## src/rtl/mbs_arbiter_if.sv

```systemverilog
// Requester-side channel of the mbs arbiter: an operand-pair request plus the product response.
interface mbs_arbiter_if #(
    parameter int WIDTH = 8
);
    logic               valid;
    logic               ready;
    logic [WIDTH-1:0]   a;
    logic [WIDTH-1:0]   b;
    logic               rsp_valid;
    logic               rsp_ready;
    logic [2*WIDTH-1:0] produto;

    modport master (output valid, a, b, rsp_ready, input ready, rsp_valid, produto);
    modport slave  (input valid, a, b, rsp_ready, output ready, rsp_valid, produto);
endinterface

```

## src/rtl/mbs_arbiter.sv

```systemverilog
// Two-port round-robin arbiter and load/iterate/capture sequencer for one shared
// shift-add multiplier (mbs).
module mbs_arbiter #(
    parameter int WIDTH = 8,
    parameter int CNT_W = 4
) (
    input  logic               clock,
    input  logic               reset_n,
    mbs_arbiter_if.slave       req0,
    mbs_arbiter_if.slave       req1,
    output logic               mult_start,
    output logic [WIDTH-1:0]   mult_multiplicando,
    output logic [WIDTH-1:0]   mult_multiplicador,
    input  logic [2*WIDTH-1:0] mult_produto,
    output logic               busy
);
    typedef enum logic [2:0] {IDLE, LOAD, RUN, CAPT, RESP} state_t;

    localparam logic [CNT_W-1:0] LAST_ITER = CNT_W'(WIDTH - 1);

    state_t             state;
    state_t             state_next;
    logic [CNT_W-1:0]   count;
    logic [WIDTH-1:0]   op_a;
    logic [WIDTH-1:0]   op_b;
    logic [2*WIDTH-1:0] result0;
    logic [2*WIDTH-1:0] result1;
    logic               grant_id;
    logic               last_grant;
    logic               winner;
    logic               accept;
    logic               rsp_take;

    // On a tie the port that was not served last wins; otherwise the lone requester.
    always_comb begin
        if (req0.valid && req1.valid) begin
            winner = ~last_grant;
        end else begin
            winner = req1.valid;
        end
    end

    assign accept   = reset_n && (state == IDLE) && (req0.valid || req1.valid);
    assign rsp_take = grant_id ? req1.rsp_ready : req0.rsp_ready;

    assign req0.ready     = accept && !winner;
    assign req1.ready     = accept && winner;
    assign req0.rsp_valid = (state == RESP) && !grant_id;
    assign req1.rsp_valid = (state == RESP) && grant_id;
    assign req0.produto   = result0;
    assign req1.produto   = result1;

    assign mult_multiplicando = op_a;
    assign mult_multiplicador = op_b;
    assign busy               = (state != IDLE);

    always_ff @(posedge clock or negedge reset_n) begin
        if (!reset_n) begin
            state <= IDLE;
        end else begin
            state <= state_next;
        end
    end

    always_comb begin
        state_next = state;
        mult_start = 1'b0;
        case (state)
            IDLE: begin
                if (accept) begin
                    state_next = LOAD;
                end
            end
            LOAD: state_next = RUN;
            RUN: begin
                mult_start = 1'b1;
                if (count == LAST_ITER) begin
                    state_next = CAPT;
                end
            end
            CAPT: state_next = RESP;
            RESP: begin
                if (rsp_take) begin
                    state_next = IDLE;
                end
            end
            default: state_next = IDLE;
        endcase
    end

    // The multiplier still shows the finished product during CAPT, so it is sampled there.
    always_ff @(posedge clock or negedge reset_n) begin
        if (!reset_n) begin
            count      <= '0;
            op_a       <= '0;
            op_b       <= '0;
            result0    <= '0;
            result1    <= '0;
            grant_id   <= 1'b0;
            last_grant <= 1'b1;
        end else begin
            if (accept) begin
                op_a       <= winner ? req1.a : req0.a;
                op_b       <= winner ? req1.b : req0.b;
                grant_id   <= winner;
                last_grant <= winner;
            end
            if (state == LOAD) begin
                count <= '0;
            end else if (state == RUN) begin
                count <= count + CNT_W'(1);
            end
            if (state == CAPT) begin
                if (grant_id) begin
                    result1 <= mult_produto;
                end else begin
                    result0 <= mult_produto;
                end
            end
        end
    end
endmodule
```

## src/flat_wrapper.sv

```systemverilog
// flat-port wrapper written by rule: the top's interface ports become plain ports
module mbs_arbiter_flat 
#(
    parameter int WIDTH = 8,
    parameter int CNT_W = 4
)
  (clock, reset_n, mult_start, mult_multiplicando, mult_multiplicador, mult_produto, busy, req0_valid, req0_a, req0_b, req0_rsp_ready, req0_ready, req0_rsp_valid, req0_produto, req1_valid, req1_a, req1_b, req1_rsp_ready, req1_ready, req1_rsp_valid, req1_produto);
  mbs_arbiter_if #(.WIDTH(WIDTH)) req0_i ();
  mbs_arbiter_if #(.WIDTH(WIDTH)) req1_i ();
  input  logic clock;
  input  logic reset_n;
  output logic mult_start;
  output logic [WIDTH-1:0] mult_multiplicando;
  output logic [WIDTH-1:0] mult_multiplicador;
  input  logic [2*WIDTH-1:0] mult_produto;
  output logic busy;
  input wire logic [$bits(req0_i.valid)-1:0] req0_valid;
  input wire logic [$bits(req0_i.a)-1:0] req0_a;
  input wire logic [$bits(req0_i.b)-1:0] req0_b;
  input wire logic [$bits(req0_i.rsp_ready)-1:0] req0_rsp_ready;
  output wire logic [$bits(req0_i.ready)-1:0] req0_ready;
  output wire logic [$bits(req0_i.rsp_valid)-1:0] req0_rsp_valid;
  output wire logic [$bits(req0_i.produto)-1:0] req0_produto;
  input wire logic [$bits(req1_i.valid)-1:0] req1_valid;
  input wire logic [$bits(req1_i.a)-1:0] req1_a;
  input wire logic [$bits(req1_i.b)-1:0] req1_b;
  input wire logic [$bits(req1_i.rsp_ready)-1:0] req1_rsp_ready;
  output wire logic [$bits(req1_i.ready)-1:0] req1_ready;
  output wire logic [$bits(req1_i.rsp_valid)-1:0] req1_rsp_valid;
  output wire logic [$bits(req1_i.produto)-1:0] req1_produto;
  assign req0_i.valid = req0_valid;
  assign req0_i.a = req0_a;
  assign req0_i.b = req0_b;
  assign req0_i.rsp_ready = req0_rsp_ready;
  assign req0_ready = req0_i.ready;
  assign req0_rsp_valid = req0_i.rsp_valid;
  assign req0_produto = req0_i.produto;
  assign req1_i.valid = req1_valid;
  assign req1_i.a = req1_a;
  assign req1_i.b = req1_b;
  assign req1_i.rsp_ready = req1_rsp_ready;
  assign req1_ready = req1_i.ready;
  assign req1_rsp_valid = req1_i.rsp_valid;
  assign req1_produto = req1_i.produto;
  mbs_arbiter #(.WIDTH(WIDTH), .CNT_W(CNT_W)) u_core (.clock(clock), .reset_n(reset_n), .req0(req0_i), .req1(req1_i), .mult_start(mult_start), .mult_multiplicando(mult_multiplicando), .mult_multiplicador(mult_multiplicador), .mult_produto(mult_produto), .busy(busy));
endmodule
```

## config.mk

```make
export PLATFORM = sky130hd
export DESIGN_NAME = mbs_arbiter_flat
export DESIGN_NICKNAME = d
export VERILOG_FILES = /design/src/rtl/mbs_arbiter_if.sv /design/src/rtl/mbs_arbiter.sv /design/src/flat_wrapper.sv
export SDC_FILE = /design/constraint.sdc
export NUM_CORES = 1
export LEC_CHECK = 0
export BUFFER_PORTS_ARGS = -buffer_cell sky130_fd_sc_hd__buf_2
export CORE_UTILIZATION = 40
export CTS_BUF_LIST = sky130_fd_sc_hd__clkbuf_8
export DETAILED_ROUTE_END_ITERATION = 8
export GPL_TIMING_DRIVEN = 0
export PLACE_DENSITY_LB_ADDON = 0.12
export SLEW_MARGIN = 20
export SYNTH_ARGS = -nofsm -noshare
export SYNTH_HDL_FRONTEND = slang
export SYNTH_SLANG_ARGS = --single-unit
```

## constraint.sdc

```tcl
create_clock -name clock -period 1.9 [get_ports clock]
set_input_delay 0.095 -clock clock [delete_from_list [all_inputs] [get_ports clock]]
set_output_delay 0.095 -clock clock [all_outputs]
set_load 0.1 [all_outputs]
```

==> metrics.md, run 1 <==
| Metric | Value |
|---|---|
| Hold buffer count at cts | 11 |
| Post-route ant nets | 0 |
| TritonCTS Buffers | 9 |
| Status | complete, but fails checks |
| R2R Setup Slk | 0.11 ns |
| Starting DRT DRC Count | 62 |
| Crit share post-route | 0.985 |
| Max stage delay cell, worst path | dfrtp_1 |
| Critical Path Start | u_core.state[0]$_DFFE_PN0P_ |
| Cell variety after synth | 34 |
| Die Height | 81.2 um |
| RSZ-0062 raised after global routing | yes |
| Hold Crit Class | in -> async |
| CP max stage delay | 0.38 ns |
| Multi-input gate area | 1060 sq um |
| # diodes | 0 |
| Register area | 1430 sq um |
| Ports | 108 |
| Clock skew | 0.0105 ns |
| Grt ovf | 0 |
| Max cap viols | 0 |
| Core Area | 5990 sq um |
| Failing checks | negative hold slack |
| Final Hold Viols | 56 |
| Residual DRC | 0 |
| Register bit total from synthesis | 57 |
| Worst-case hold slack | -0.280 ns |
| Total Wirelength | 5180 um |
| Mapped cell area | 2510 sq um |
| Fillcell total | 533 |
| Gate Count Post-Synth | 175 |
| TritonCTS clock tree | yes |
| Top cells by area, synth | dfrtp_1 (56%), mux2_2 (24%), mux2_1 (6.3%) |
| Worst Max-Slew Pin Slew | 0.646 ns |
| DIE AREA | 6590 sq um |
| Tmin final | 1.87 ns |
| Crit. End Element | primary output |
| P&R area growth vs syn | 40.5% |
| Initial core utilization | 0.419 |
| First-pass GRT wire length | 8220 um |
| Post-DR vias/cell | 4.76 |
| H-tree levels | 3 |
| Worst Path Max Fanout | 8 |
| Yosys warning count | 0 |
| Layout cells sized above 1 | 0.610 |
| Initial antenna violation count | 0 |
| Top-count cell post-synth | dfrtp_1 |
| DPL Wire Length | 3530 um |
| Crit-path cells | buf_6 -> or3_4 -> nor2_8 -> buf_8 -> and2_4 -> buf_12 |
| Ys async rst share | 1.00 |
| Critical path class | reg -> out |
| Post-Syn Nets | 230 |
| Placer Congestion | 0.777 |
| F_max | 534 MHz |
| Placed cell area | 3170 sq um |
| DR WL/cell | 13.3 um |
| TritonRoute pass-1 iters | 3 |
| Largest net degree at the start of global routing | 59 |
| Cell taking the most area after synthesis | dfrtp_1 |
| Register area share after synthesis | 0.569 |
| Final setup fails | 0 |
| # port buffers | 107 |
| CTS Root Cell | clkbuf_8 |
| CP Data Arrival Time | 1.78 ns |
| Startpoint Class | flip-flop |
| Via count | 1855 |
| Max transition margin | 0.567 |
| Final Cell Area | 3520 sq um |
| R2r startpoint | u_core.last_grant$_DFFE_PN1P_ |
| Syn avg cell area | 14.3 sq um |
| Clk sinks | 57 |
| Worst EP required | 1.80 ns |
| # rows | 28 |
| Chip width | 81.2 um |
| EDFF count, synth | 0 |
| Main synth FF type | dfrtp_1 |
| Clk buf depth | 2 |
| Vias in the first global route | 1822 |
| Commonest cells post-synth | dfrtp_1 (56), mux2_2 (53), mux2_1 (14) |
| CTS clk-pin slew, worst paths | 0.06 ns |
| Nets | 365 |
| Top-area cell type share of the netlist area | 0.559 |
| Total GRT Usage | 0.169 |
| Clk Latency, worst-skew pair | 0.33 ns |
| Slew Limit Fails | 0 |
[final cells by class]
class,instances,area share
multi-input combinational,107,0.300
sequential,57,0.405
clock inverter,6,0.00675
inverter,1,0.00107
timing repair buffer,124,0.203
tap,75,0.0266
clock buffer,10,0.0391
buffer,10,0.0181
[cells in the final DEF (no fill, tap or decap), types with 2 or more instances in the layout]
| cell type | count |
|---|---|
| dlygate4sd3_1 | 11 |
| a21oi_1 | 2 |
| clkbuf_1 | 3 |
| and3_1 | 2 |
| nand2_1 | 3 |
| buf_4 | 8 |
| nor3_1 | 2 |
| buf_6 | 2 |
| buf_2 | 105 |
| mux2_2 | 53 |
| dfrtp_1 | 56 |
| inv_1 | 6 |
| a22oi_1 | 2 |
| o21ai_0 | 7 |
| nor2_1 | 2 |
| nor3_4 | 2 |
| mux2_1 | 14 |
| clkbuf_8 | 10 |
[worst max-delay path: cells and delay by family, from the launching register on]
| family | cells | cell delay, ns |
|---|---|---|
| AND/OR/NAND/NOR | 3 | 0.64 |
| buffers and inverters | 3 | 0.43 |
| flip-flops | 1 | 0.38 |
[what timing repair did]
action                                  4_1_cts  5_1_grt
pin swaps                                     2        0
endpoints found under the setup margin        2        5
setup buffers                                 1        5
endpoints found under the hold margin        73       56
resized for setup                             9        4
[state kept, by name, indices dropped and copies added (netlist names)]
name,cells
u_core.last_grant,1
u_core.mult_multiplicador,8
u_core.req1.produto,16
u_core.state,3
u_core.grant_id,1
u_core.mult_multiplicando,8
u_core.req0.produto,16
u_core.count,4
[layer usage]
| layer | GRT usage | share of wire | vias to the layer above | wire length, um |
|---|---|---|---|---|
| met5 | 0 | 0 | - | 0 |
| met4 | 0.102 | 0.021 | 0 | 108 |
| met3 | 0.0472 | 0.070 | 11 | 360 |
| met2 | 0.275 | 0.47 | 73 | 2440 |
| met1 | 0.199 | 0.44 | 870 | 2260 |
| li1 | - | - | 901 | - |
[kinds of logic after synthesis]
kind of cell,count (synthesis),synth area share
adders and majority gates,1,0.00499
muxes,68,0.305
buffers and inverters,11,0.0224
and+or+nand+nor,21,0.0564
xor gates and xnor gates,1,0.00349
AOI/OAI and AO/OA,16,0.0384
DFF,57,0.569
[final timing paths]
path,cells past startpoint,to
worst min-delay path,1,u_core.mult_multiplicador[1]$_DFFE_PN0P_
worst max-delay path,6,req1_ready
worst max register to register,4,u_core.mult_multiplicador[5]$_DFFE_PN0P_
worst min register to register,1,u_core.mult_multiplicador[7]$_DFFE_PN0P_
min in group clock,2,u_core.req1.produto[8]$_DFFE_PN0P_
max in group asynchronous,1,u_core.last_grant$_DFFE_PN1P_
[per-stage QoR]
stage                     hold slack, ns  setup WS, ns  setup TNS [ns]  utilization  cells
after floorplan                   -0.201       -0.0892         -0.0892            -    175
after global placement             0.322        -0.992          -14.70        0.528    357
after detailed placement           0.206        -0.434           -3.35        0.529    357
after CTS                         -0.268       -0.0334         -0.0334        0.580    385
after global routing              -0.245       -0.0415         -0.0415        0.588    390
final                             -0.280        0.0283               0        0.588    390
Power of run 1 is left out: the tool's default activity adds up to more than one toggle a clock period on the data nets, which glitch-free logic cannot reach.
==> inputs of run 2 (changes only) <==
- MAX_ROUTING_LAYER: default -> met4
==> metrics.md, run 2 (synthesis results as in run 1) <==
| Metric | Value |
|---|---|
| Max cap viols | 0 (unchanged) |
| Crit-path cells | buf_6 -> or3_4 -> nor2_8 -> buf_8 -> and2_4 -> buf_12 |
| Nets | 365 (unchanged) |
| # port buffers | 107 (unchanged) |
| Layout cells sized above 1 | 0.610 (unchanged) |
| Grt ovf | 0 (unchanged) |
| DPL Wire Length | 3530 um (unchanged) |
| Hold buffer count at cts | 11 (unchanged) |
| Tmin final | 1.87 ns (-0.0000912 ns) |
| CTS Root Cell | clkbuf_8 |
| Max stage delay cell, worst path | dfrtp_1 |
| TritonCTS clock tree | yes |
| TritonCTS Buffers | 9 (unchanged) |
| First-pass GRT wire length | 8210 um (about the same) |
| Placer Congestion | 0.787 (+1.4%) |
| CP Data Arrival Time | 1.78 ns (about the same) |
| Status | complete, but fails checks |
| Failing checks | negative hold slack |
| Final Hold Viols | 56 (unchanged) |
| Crit share post-route | 0.985 (about the same) |
| R2r startpoint | u_core.last_grant$_DFFE_PN1P_ |
| Die Height | 81.2 um (unchanged) |
| Clk Latency, worst-skew pair | 0.33 ns (about the same) |
| Residual DRC | 0 (unchanged) |
| # rows | 28 (unchanged) |
| Worst Path Max Fanout | 8 (unchanged) |
| Initial core utilization | 0.419 (unchanged) |
| Post-route ant nets | 0 (unchanged) |
| Met3 Wirelength | 338 um (-6.1%) |
| TritonRoute pass-1 iters | 3 (unchanged) |
| Clk buf depth | 2 (unchanged) |
| Worst-case hold slack | -0.280 ns (+0.0000990 ns) |
| Largest net degree at the start of global routing | 59 (unchanged) |
| Critical Path Start | u_core.state[0]$_DFFE_PN0P_ |
| Clk sinks | 57 (unchanged) |
| Starting DRT DRC Count | 62 (unchanged) |
| Slew Limit Fails | 0 (unchanged) |
| Non-filler cells in the finished layout | 390 (unchanged) |
| Top Layer Used | met4 |
| Post-DR vias/cell | 4.76 (unchanged) |
| Ports | 108 (unchanged) |
| RSZ-0062 raised after global routing | yes |
| Startpoint Class | flip-flop |
| Most frequent cells in the layout | buf_2 (105), dfrtp_1 (56), mux2_2 (53) |
| Placed cell area | 3170 sq um (unchanged) |
| DR WL/cell | 13.3 um (about the same) |
| CP max stage delay | 0.38 ns (about the same) |
| Hold Crit Class | in -> async |
| P&R area growth vs syn | 40.5% (unchanged) |
| Setup_tns | 0 ns (unchanged) |
| Final Cell Area | 3520 sq um (unchanged) |
| Via count | 1855 (unchanged) |
| Critical path class | reg -> out |
| WL met1 | 2290 um (+1.0%) |
| Commonest non-fill, non-tap cell in the layout | buf_2 |
| Final setup fails | 0 (unchanged) |
| CTS clk-pin slew, worst paths | 0.06 ns (about the same) |
| H-tree levels | 3 (unchanged) |
| DIE AREA | 6590 sq um (unchanged) |
| # diodes | 0 (unchanged) |
| Placed cells | 357 (unchanged) |
| Core Area | 5990 sq um (unchanged) |
| Chip width | 81.2 um (unchanged) |
| Vias in the first global route | 1823 (+0.055%) |
| Clock skew | 0.0105 ns (unchanged) |
| Max transition margin | 0.567 (unchanged) |
| Total Wirelength | 5180 um (about the same) |
| Initial antenna violation count | 0 (unchanged) |
| F_max | 534 MHz (about the same) |
| Worst Max-Slew Pin Slew | 0.646 ns (unchanged) |
| Worst EP required | 1.80 ns (about the same) |
| Crit. End Element | primary output |
| Met2 wire len | 2450 um (+0.12%) |
| Total GRT Usage | 0.174 (+0.00504) |
run 2: cell counts in the layout (fill, tap and decap cells not counted):
Identical to the previous run, type by type.
run 2: critical path: cells and delay by family, from the launching register on:
family,cells,cell delay (ns)
buffers and inverters,3,0.43
flip-flops,1,0.38
AND/OR/NAND/NOR,3,0.64
run 2: final cells by class:
| type | count | area, sq um |
|---|---|---|
| multi-input combinational | 107 | 1060 |
| sequential | 57 | 1430 |
| fill | 533 | 2470 |
| clock inverter | 6 | 23.8 |
| tap | 75 | 93.8 |
| inverter | 1 | 3.75 |
| timing repair buffer | 124 | 717 |
| clock buffer | 10 | 138 |
| buffer | 10 | 63.8 |
run 2: what timing repair did:
| item | 4_1_cts | 5_1_grt |
|---|---|---|
| gates resized for setup | 9 | 4 |
| setup buffers | 1 | 5 |
| endpoints found under the hold margin | 73 | 56 |
| pin swaps | 2 | 0 |
| gates cloned | 0 | 0 |
| endpoints found under the setup margin | 2 | 5 |
run 2: through the flow:
step            util  worst slack [ns]
2_1_floorplan      -           -0.0892
5_1_grt        0.588           -0.0415
6_report       0.588            0.0284
4_1_cts        0.580           -0.0334
3_3_place_gp   0.528            -0.992
3_5_place_dp   0.529            -0.434
run 2: layer usage:
| metal | GRT usage | vias up |
|---|---|---|
| met4 | 0.102 | 0 |
| met1 | 0.202 | 870 |
| met3 | 0.0427 | 11 |
| met2 | 0.275 | 73 |
| li1 | - | 901 |
| met5 | - | - |
run 2: worst paths after layout:
path                                                       endpoint  cells after the start  slack, ns
max                                                      req1_ready                      6       0.03
min                        u_core.mult_multiplicador[1]$_DFFE_PN0P_                      1      -0.28
max reg2reg                u_core.mult_multiplicador[5]$_DFFE_PN0P_                      4       0.11
min reg2reg                u_core.mult_multiplicador[7]$_DFFE_PN0P_                      1       0.48
max in group asynchronous             u_core.last_grant$_DFFE_PN1P_                      1       1.80
min in group clock               u_core.req1.produto[8]$_DFFE_PN0P_                      2       0.02
Power of run 2 is left out for the same reason.
==> inputs of run 3 (changes only) <==
- CORE_UTILIZATION: 40 -> 49
- CTS_CLUSTER_DIAMETER: default -> 40
- CTS_CLUSTER_SIZE: default -> 10
==> metrics.md, run 3 (synthesis results as in run 1) <==
| Metric | Value |
|---|---|
| GRT met2 Usage | 0.334 (+0.0596) |
| Clock skew | 0.00757 ns (-0.00292 ns) |
| Vias in the first global route | 1815 (-0.44%) |
| Final setup fails | 0 (unchanged) |
| Crit share post-route | 0.973 (-0.0125) |
| Ports | 108 (unchanged) |
| CP Data Arrival Time | 1.75 ns (-0.03 ns) |
| Total GRT Usage | 0.215 (+0.0409) |
| # diodes | 0 (unchanged) |
| Worst EP required | 1.80 ns (about the same) |
| # port buffers | 107 (unchanged) |
| Max transition margin | 0.588 (+0.0210) |
| CTS Root Cell | clkbuf_8 |
| Clk Latency, worst-skew pair | 0.33 ns (about the same) |
| TritonCTS Buffers | 9 (unchanged) |
| DPL Wire Length | 3510 um (-0.45%) |
| CP max stage delay | 0.39 ns (about the same) |
| Max cap viols | 0 (unchanged) |
| TritonCTS clock tree | yes |
| Layout cells sized above 1 | 0.624 (+0.0143) |
| Max stage delay cell, worst path | or3_4 |
| Starting DRT DRC Count | 119 (+92%) |
| Worst r2r dst | u_core.mult_multiplicador[0]$_DFFE_PN0P_ |
| First-pass GRT wire length | 8270 um (+0.76%) |
| Worst Max-Slew Pin Slew | 0.615 ns (-0.0312 ns) |
| Fin worst setup slack | 0.0522 ns (+0.0238 ns) |
| Global routing's busiest layer | met2 |
| Residual DRC | 0 (unchanged) |
| Register area | 1430 sq um (unchanged) |
| P&R area growth vs syn | 41.3% |
| DR WL/cell | 13.9 um (+4.8%) |
| R2r startpoint | u_core.state[0]$_DFFE_PN0P_ |
| Clk buf depth | 2 (unchanged) |
| Worst Path Max Fanout | 7 (-1) |
| Status | complete, but fails checks |
| Critical path class | reg -> out |
| Setup slack at placement | -0.378 ns (+0.0554 ns) |
| Core Area | 4820 sq um (-20%) |
| Grt ovf | 0 (unchanged) |
| Post-route ant nets | 0 (unchanged) |
| Via count | 1921 (+3.6%) |
| Hold Crit Class | in -> async |
| Worst Reg-to-Reg Cells | 6 (+2) |
| RSZ-0062 raised after global routing | yes |
| Final Hold Viols | 56 (unchanged) |
| DIE AREA | 5410 sq um (-18%) |
| Crit-path leading delay family | simple AND/OR/NAND/NOR gates |
| Crit. End Element | primary output |
| CTS clk-pin slew, worst paths | 0.07 ns (about the same) |
| Fillcell total | 362 (-32%) |
| Total Wirelength | 5260 um (+1.5%) |
| WP buf/inv | 3 (unchanged) |
| Initial core utilization | 0.521 (+0.102) |
| R2R Setup Slk | 0.16 ns (+0.05 ns) |
| Crit-path cells | buf_2 -> or3_4 -> nor2_8 -> buf_8 -> and2_4 -> buf_12 |
| Layout Utilization | 0.736 (+0.147) |
| Post-DR vias/cell | 5.08 (+6.8%) |
| Commonest non-fill, non-tap cell in the layout | buf_2 |
| Worst-case hold slack | -0.294 ns (-0.0139 ns) |
| Startpoint Class | flip-flop |
| Most frequent cells in the layout | buf_2 (106), dfrtp_1 (56), mux2_2 (53) |
| Die Height | 73.5 um (-9.4%) |
| # rows | 25 (-11%) |
| Slew Limit Fails | 0 (unchanged) |
| Met3 usage in global routing | 0.0933 (+0.0506) |
| Chip width | 73.5 um (-9.4%) |
| Largest net degree at the start of global routing | 59 (unchanged) |
| Failing checks | negative hold slack |
| Initial antenna violation count | 0 (unchanged) |
| Clk sinks | 57 (unchanged) |
| F_max | 541 MHz (+1.3%) |
| Global-route track usage on met1 | 0.248 (+0.0460) |
| Placer Congestion | 0.771 (-2.1%) |
| H-tree levels | 3 (unchanged) |
| Nets | 361 (-1.1%) |
| Tmin final | 1.85 ns (-0.0238 ns) |
| TritonRoute pass-1 iters | 5 (+2) |
| Multi-input gate area | 1050 sq um (-0.47%) |
[run 3: per-stage QoR]
step / cells / cell area (sq um) / hold WS, ns / TNS, ns
final: 378 / 3540 / -0.294 / 0
after global routing: 378 / 3540 / -0.253 / -0.0159
after CTS: 376 / 3510 / -0.165 / 0
after detailed placement: 349 / 3160 / 0.200 / -2.30
after global placement: 349 / 3150 / 0.322 / -14.00
after floorplan: 175 / 2530 / -0.201 / -0.0892
[run 3: how the worst max path moves through the flow]
stage	start	endpoint	slack (ns)	cells after the start
floorplan	u_core.state[0]$_DFFE_PN0P_	req0_ready	-0.09	3
global placement	reset_n	req1_ready	-0.96	6
detailed placement	reset_n	req1_ready	-0.38	6
CTS	u_core.state[2]$_DFFE_PN0P_	req0_rsp_valid	0.01	4
global route	u_core.state[0]$_DFFE_PN0P_	req1_ready	-0.02	6
finish	u_core.state[0]$_DFFE_PN0P_	req1_ready	0.05	6
[run 3: layout make-up]
class	instances	share of cell area
Clock buffer	14	0.0544
Tap cell	67	0.0237
Buffer	10	0.0169
Timing Repair Buffer	120	0.195
Sequential cell	57	0.403
Inverter	1	0.00106
Multi-Input combinational cell	107	0.297
Clock inverter	2	0.00953
[run 3: layer usage]
layer / vias to the layer above / wire length (um) / share of wire
li1: 893 / - / -
met1: 937 / 2180 / 0.41
met2: 83 / 2580 / 0.49
met3: 8 / 407 / 0.077
met4: 0 / 92 / 0.018
met5: - / 0 / 0
[run 3: timing repair]
action / CTS / global route
pin swaps: 2 / 0
endpoints found under the setup margin: 2 / 13
setup buffers: 2 / 0
endpoints found under the hold margin: 71 / 58
gates cloned: 0 / 0
resized for setup: 6 / 8
hold buffers: 9 / 2
Power of run 3 is left out for the same reason.
